==> src/rtl/tmr_scrub_ctrl.sv <==
// -----------------------------------------------------------------------------
// tmr_scrub_ctrl
//
// Triple-modular-redundant register file with a periodic background scrubber.
// Three identical copies of a 2^ADDR_W x DATA_W register file are kept. Host
// reads return the bitwise 2-of-3 vote of the copies. A small FSM walks a
// scrub pointer over the file. After every SCRUB_PERIOD cycles of WAIT it
// compares the three copies at the pointer. On disagreement it rewrites all
// three copies with the voted word and reports the correction. Single-bit
// fault injection into any copy is provided for self-test.
//
// Ports
//   CP          clock, rising edge
//   CDN         synchronous active-low reset
//   wr_req      host write request; always accepted
//   wr_addr     host write address
//   wr_data     host write data
//   wr_ack      one-cycle acknowledge, registered copy of wr_req
//   rd_addr     host read address
//   rd_data     voted read data (combinational)
//   scrub_en    enables the periodic scrubber
//   clr_cnt     synchronous clear of seu_cnt
//   inj_en      fault-injection strobe
//   inj_copy    copy to corrupt (3 = no copy)
//   inj_addr    word to corrupt
//   inj_bit     bit to invert
//   seu_flag    one-cycle pulse per correction
//   seu_addr    address of the last correction
//   seu_cnt     saturating correction count
// -----------------------------------------------------------------------------
module tmr_scrub_ctrl #(
  parameter int                ADDR_W       = 3,
  parameter int                DATA_W       = 8,
  parameter int                SCRUB_PERIOD = 16,
  parameter logic [DATA_W-1:0] RESET_VAL    = '1,
  localparam int               BIT_W        = (DATA_W > 1) ? $clog2(DATA_W) : 1
) (
  input  logic              CP,
  input  logic              CDN,
  input  logic              wr_req,
  input  logic [ADDR_W-1:0] wr_addr,
  input  logic [DATA_W-1:0] wr_data,
  output logic              wr_ack,
  input  logic [ADDR_W-1:0] rd_addr,
  output logic [DATA_W-1:0] rd_data,
  input  logic              scrub_en,
  input  logic              clr_cnt,
  input  logic              inj_en,
  input  logic [1:0]        inj_copy,
  input  logic [ADDR_W-1:0] inj_addr,
  input  logic [BIT_W-1:0]  inj_bit,
  output logic              seu_flag,
  output logic [ADDR_W-1:0] seu_addr,
  output logic [7:0]        seu_cnt
);

  localparam int                DEPTH      = 1 << ADDR_W;
  localparam logic [15:0]       TIMER_LAST = 16'(SCRUB_PERIOD - 1);
  localparam logic [ADDR_W-1:0] PTR_ONE    = ADDR_W'(1);
  localparam logic [DATA_W-1:0] BIT_ONE    = DATA_W'(1);

  typedef enum logic [1:0] {
    ST_WAIT  = 2'd0,
    ST_CHECK = 2'd1,
    ST_FIX   = 2'd2
  } state_t;

  // Bitwise 2-of-3 majority vote.
  function automatic logic [DATA_W-1:0] vote3(
    input logic [DATA_W-1:0] a,
    input logic [DATA_W-1:0] b,
    input logic [DATA_W-1:0] c
  );
    return (a & b) | (a & c) | (b & c);
  endfunction

  logic [DATA_W-1:0] mem_r [3][DEPTH];

  state_t            state_r;
  logic [15:0]       timer_r;
  logic [ADDR_W-1:0] ptr_r;
  logic [DATA_W-1:0] voted_r;

  logic [DATA_W-1:0] scrub_w0_s;
  logic [DATA_W-1:0] scrub_w1_s;
  logic [DATA_W-1:0] scrub_w2_s;
  logic [DATA_W-1:0] scrub_vote_s;
  logic              scrub_mismatch_s;
  logic              fix_write_s;
  logic              fix_done_s;
  logic              inj_hit_s;
  logic [DATA_W-1:0] inj_mask_s;

  assign rd_data = vote3(mem_r[0][rd_addr], mem_r[1][rd_addr], mem_r[2][rd_addr]);

  // Scrub-side decode: vote at the pointer, fix write / fix completion,
  // and whether an injection survives collisions with other writes.
  always_comb begin
    scrub_w0_s       = mem_r[0][ptr_r];
    scrub_w1_s       = mem_r[1][ptr_r];
    scrub_w2_s       = mem_r[2][ptr_r];
    scrub_vote_s     = vote3(scrub_w0_s, scrub_w1_s, scrub_w2_s);
    scrub_mismatch_s = (scrub_w0_s != scrub_w1_s) || (scrub_w1_s != scrub_w2_s);
    fix_write_s      = 1'b0;
    fix_done_s       = 1'b0;
    inj_hit_s        = 1'b0;
    inj_mask_s       = BIT_ONE << inj_bit;
    if (state_r == ST_FIX) begin
      // Host write owns the storage port; a host write to ptr itself
      // supersedes the fix, so the fix completes without writing.
      fix_write_s = ~wr_req;
      fix_done_s  = ~wr_req || (wr_addr == ptr_r);
    end else begin
      fix_write_s = 1'b0;
      fix_done_s  = 1'b0;
    end
    if (inj_en && (inj_copy != 2'd3)) begin
      // A full-word write landing on the same address replaces the word,
      // so the flipped bit would be lost anyway.
      inj_hit_s = !(wr_req && (wr_addr == inj_addr)) &&
                  !(fix_write_s && (ptr_r == inj_addr));
    end else begin
      inj_hit_s = 1'b0;
    end
  end

  // Triplicated storage: reset fill, host write, scrub fix and injection.
  always_ff @(posedge CP) begin
    if (!CDN) begin
      for (int c = 0; c < 3; c++) begin
        for (int a = 0; a < DEPTH; a++) begin
          mem_r[c][a] <= RESET_VAL;
        end
      end
    end else begin
      if (wr_req) begin
        for (int c = 0; c < 3; c++) begin
          mem_r[c][wr_addr] <= wr_data;
        end
      end else if (fix_write_s) begin
        for (int c = 0; c < 3; c++) begin
          mem_r[c][ptr_r] <= voted_r;
        end
      end else begin
        // storage holds
      end
      if (inj_hit_s) begin
        case (inj_copy)
          2'd0:    mem_r[0][inj_addr] <= mem_r[0][inj_addr] ^ inj_mask_s;
          2'd1:    mem_r[1][inj_addr] <= mem_r[1][inj_addr] ^ inj_mask_s;
          2'd2:    mem_r[2][inj_addr] <= mem_r[2][inj_addr] ^ inj_mask_s;
          default: ;
        endcase
      end else begin
        // no injection this cycle
      end
    end
  end

  // Scrub FSM plus the registered host/status outputs.
  always_ff @(posedge CP) begin
    if (!CDN) begin
      state_r  <= ST_WAIT;
      timer_r  <= 16'd0;
      ptr_r    <= '0;
      voted_r  <= '0;
      wr_ack   <= 1'b0;
      seu_flag <= 1'b0;
      seu_addr <= '0;
      seu_cnt  <= 8'd0;
    end else begin
      wr_ack   <= wr_req;
      seu_flag <= 1'b0;

      // Clear beats a coincident correction.
      if (clr_cnt) begin
        seu_cnt <= 8'd0;
      end else if (fix_done_s && (seu_cnt != 8'hFF)) begin
        seu_cnt <= seu_cnt + 8'd1;
      end else begin
        seu_cnt <= seu_cnt;
      end

      case (state_r)
        ST_WAIT: begin
          // Exit only while enabled, so dropping scrub_en parks the FSM here.
          if (!scrub_en) begin
            timer_r <= 16'd0;
          end else if (timer_r == TIMER_LAST) begin
            timer_r <= 16'd0;
            state_r <= ST_CHECK;
          end else begin
            timer_r <= timer_r + 16'd1;
          end
        end
        ST_CHECK: begin
          if (scrub_mismatch_s) begin
            voted_r <= scrub_vote_s;
            state_r <= ST_FIX;
          end else begin
            ptr_r   <= ptr_r + PTR_ONE;
            state_r <= ST_WAIT;
          end
        end
        ST_FIX: begin
          if (fix_done_s) begin
            seu_flag <= 1'b1;
            seu_addr <= ptr_r;
            ptr_r    <= ptr_r + PTR_ONE;
            state_r  <= ST_WAIT;
          end else begin
            state_r  <= ST_FIX;
          end
        end
        default: begin
          timer_r <= 16'd0;
          state_r <= ST_WAIT;
        end
      endcase
    end
  end

endmodule
==> config.mk <==
export PLATFORM = sky130hd
export DESIGN_NAME = tmr_scrub_ctrl
export DESIGN_NICKNAME = d
export VERILOG_FILES = /design/src/rtl/tmr_scrub_ctrl.sv
export SDC_FILE = /design/constraint.sdc
export NUM_CORES = 1
export LEC_CHECK = 0
export ABC_AREA = 1
export BUFFER_PORTS_ARGS = -buffer_cell sky130_fd_sc_hd__buf_4
export CORE_MARGIN = 4
export CORE_UTILIZATION = 35
export CTS_CLUSTER_SIZE = 14
export DETAILED_ROUTE_END_ITERATION = 10
export PLACE_DENSITY = 0.58
export SYNTH_ARGS = -nofsm -noshare
export SYNTH_HDL_FRONTEND = slang
export SYNTH_SLANG_ARGS = --single-unit
==> constraint.sdc <==
create_clock -name CP -period 8.2 [get_ports CP]
set_clock_uncertainty 0.2 [all_clocks]
set_input_delay 1.64 -clock CP [delete_from_list [all_inputs] [get_ports CP]]
set_output_delay 1.64 -clock CP [all_outputs]
set_load 0.02 [all_outputs]
==> flow_metrics.env <==
export IMPL_path_cells="buf_4 -> inv_2 -> buf_4 -> a21oi_1 -> o21ai_0 -> nand2_1 -> nand2_1 -> nand2_1 -> o21ai_0 -> nand2_1 -> buf_4"
export IMPL_ctsResizeCount=0
export IMPL_die_area_um2=54480
export IMPL_p_leak_uw=0.009432
export IMPL_cts_hold_buf=0
export IMPL_setup_violations=0
export IMPL_setup_ws_ns=2.261
export IMPL_pin_count=49
export IMPL_regArea_um2=6611
export IMPL_timing_max_cap_violations=0
export IMPL_hpwl_mm=67.28
export IMPL_fin_util_pct=39.20
export IMPL_ir_drop_uv=159.6
export IMPL_syn_to_final_growth_pct=10.60
export IMPL_dp_cells=3421
export IMPL_port_buffers=48
export IMPL_grt_antenna_before_repair=4
export IMPL_worstSetupStartpointType="input port"
export IMPL_via_count=20000
export IMPL_yosys_top_cells_count="nand2_1, o21ai_0, edfxtp_1"
export IMPL_coreArea_um2=50170
export IMPL_fin_setup_tns_ns=0
export IMPL_clock_latency_ns=0.59
export IMPL_fin_cells=3477
export IMPL_syn_inst=2778
export IMPL_wirelength_mm=95.50
export IMPL_powerDensity_nw_per_um2=156.9
export IMPL_syn_mean_instance_area_um2=6.401
export IMPL_die_w_um=233.4
export IMPL_grt_pass1_wl_mm=131.9
export IMPL_yosysUniqueCellTypes=42
export IMPL_grt_overflow_total=0
export IMPL_crit_path_frequent_cell="nand2_1"
export IMPL_ys_ff_latch=234
export IMPL_hold_class="reg -> reg"
export IMPL_syn_nets=2829
export IMPL_crit_buf_inv=4
export IMPL_async_flop_share_pct=0
export IMPL_ys_warn_count=0
export IMPL_tightestPinTransition_ns=1.481
export IMPL_synth_area_leader_cell="edfxtp_1"
export IMPL_hold_viol=0
export IMPL_finalCritPeriodShare_pct=72.43
export IMPL_routabilityCongestion=1.143
export IMPL_required_ns=6.36
export IMPL_rsz0062_at_grt="no"
export IMPL_start_util_pct=35.44
export IMPL_avgRoutedWirePerCell_um=27.47
export IMPL_crit_fanout=66
export IMPL_ant_nets=0
export IMPL_numCtsBuffers=29
export IMPL_post_cts_buffers=0
export IMPL_num_rows=82
export IMPL_multiInputGateArea_um2=9871
export IMPL_crit_type="in -> out"
export IMPL_synth_top_area_share_pct=32.42
export IMPL_cp_arrival_ns=4.10
export IMPL_path_delay_family="buffers and inverters"
export IMPL_drv_slew=0
export IMPL_yosysSeqAreaShare_pct=37.15
export IMPL_cts_buffer_depth=3
export IMPL_clock_sinks=234
export IMPL_h_tree_depth=1
export IMPL_netlist_area_um2=17780
export IMPL_track_usage_pct=34.01
export IMPL_fmax_mhz=168.4
export IMPL_clkTransAtPathRegs_ns=0.06
export IMPL_fillers=5330
export IMPL_clockRootBuffer="clkbuf_16"
export IMPL_period_needed_ns=5.939
export IMPL_grt_pass1_vias=18170
export IMPL_yosys_top_cells_area="edfxtp_1, nand2_1, o21ai_0"
export IMPL_drc=0
export IMPL_synth_ff_type="edfxtp_1"
export IMPL_max_stage_delay_ns=0.80
export IMPL_nets=2831
export IMPL_yosysMostFrequentCell="nand2_1"
export IMPL_cp_slowest_cell="inv_2"
export IMPL_viasPerCell=5.752
export IMPL_report_power_total_uw=3087
export IMPL_end_kind="output pin"
export IMPL_pre_cts_slack_ns=2.308
export IMPL_drt_iter0_markers=3005
export IMPL_grt_max_degree=87
export IMPL_die_h_um=233.4
export IMPL_cts_tree="done"
export IMPL_synth_enable_flop_cells=192
export IMPL_outcome="complete, no violations"
export IMPL_slew_headroom_pct=1.297
export IMPL_first_pass_iters=6
export IMPL_drive_gt1_share_pct=7.066
[stage by stage]
stage / hold WS, ns / area [µm²]
finish: 0.2985 / 19670
global route: 0.3145 / 19660
CTS: 0.2976 / 19660
detailed placement: 0.2832 / 18760
global placement: 0.2713 / 18750
floorplan: 0.2627 / 17780
[state kept, by name, indices dropped and copies added, names as in the netlist]
name and flops:
mem_r 192, seu_flag 1, timer_r 16, seu_addr 3
voted_r 8, state_r 2, wr_ack 1, ptr_r 3
seu_cnt 8
[worst paths after layout]
kind	start	cells past startpoint	slack, ns	to
hold / removal	seu_addr[1]	2	0.30	seu_addr[1]
setup / recovery	rd_addr[0]	11	2.26	rd_data[1]
hold reg to reg	seu_addr[1]	2	0.30	seu_addr[1]
setup reg to reg	ptr_r[0]	15	2.98	ptr_r[1]
[logic make-up (layout without fill, tap and decap cells)]
| kind of cell | after synthesis | count (layout) | share of synthesized area, % |
|---|---|---|---|
| AND/OR/NAND/NOR | 1718 | 1718 | 39.47 |
| buffers and inverters | 320 | 344 | 7.339 |
| XOR/XNOR | 14 | 14 | 0.6895 |
| flip-flops | 234 | 234 | 37.15 |
| AO/OA/AOI/OAI | 469 | 469 | 13.73 |
| other | 0 | 3 | 0 |
| adder cells (fa/ha/maj) | 23 | 23 | 1.618 |
[layout make-up]
cell class	instances	share of cell area, %
sequential	234	33.62
clock buffer	32	3.747
multi-input combinational	2224	50.19
inverter	200	3.817
clock inverter	21	0.8461
timing repair buffer	91	3.474
tap	672	4.275
antenna	3	0.03817
[per-layer routing]
layer / global-route usage [%] / part of all wire [%] / vias up
met5: 2.022 / 0.18 / -
met4: 25.16 / 9.3 / 6
met3: 11.12 / 13 / 361
met2: 49.36 / 41 / 1298
li1: - / - / 9018
met1: 41.80 / 37 / 9317
[power breakdown]
group	internal (µW)	total [µW]	switching (µW)	leakage [µW]
combinational	105	462	357	0.00714
clock	710	1290	579	0.000446
sequential	1310	1340	22.4	0.00185
total	2130	3090	959	0.00943
[worst min-delay path, delay by kind of cell, from the launching register on]
family           cells  cell delay, ns
DFF                  1            0.31
and+or+nand+nor      2            0.15
[cell usage in the layout (no fill, tap or decap), types with 2 or more instances in the layout]
master      netlist  final
xnor2_1           4      4
ha_1             23     23
o21ai_1           2      2
o21ai_0         253    253
and2_1            2      2
a22oi_1           5      5
nor3_2            4      4
edfxtp_1        192    192
nor2_2            6      6
clkbuf_16         0     29
o2111ai_1         4      4
nor3_1           28     28
clkinv_2          0     11
nor2_1          164    164
diode_2           0      3
inv_2            10     11
a21oi_1         172    172
o22ai_1          17     17
nand3_1          86     86
inv_1           182    181
nand4_1          28     28
a221oi_1          2      2
buf_4            10     91
nand4_2          14     14
xor2_1           10     10
bufinv_16         0      2
clkinv_1          8     11
clkinvlp_4        0      3
clkbuf_1         64      3
nand3_4           2      2
nand2_1        1362   1362
nor2_4           16     16
a211oi_1          2      2
dfxtp_1          42     40
o211ai_1          9      9
No activity file was read; power rests on OpenSTA's default activity.
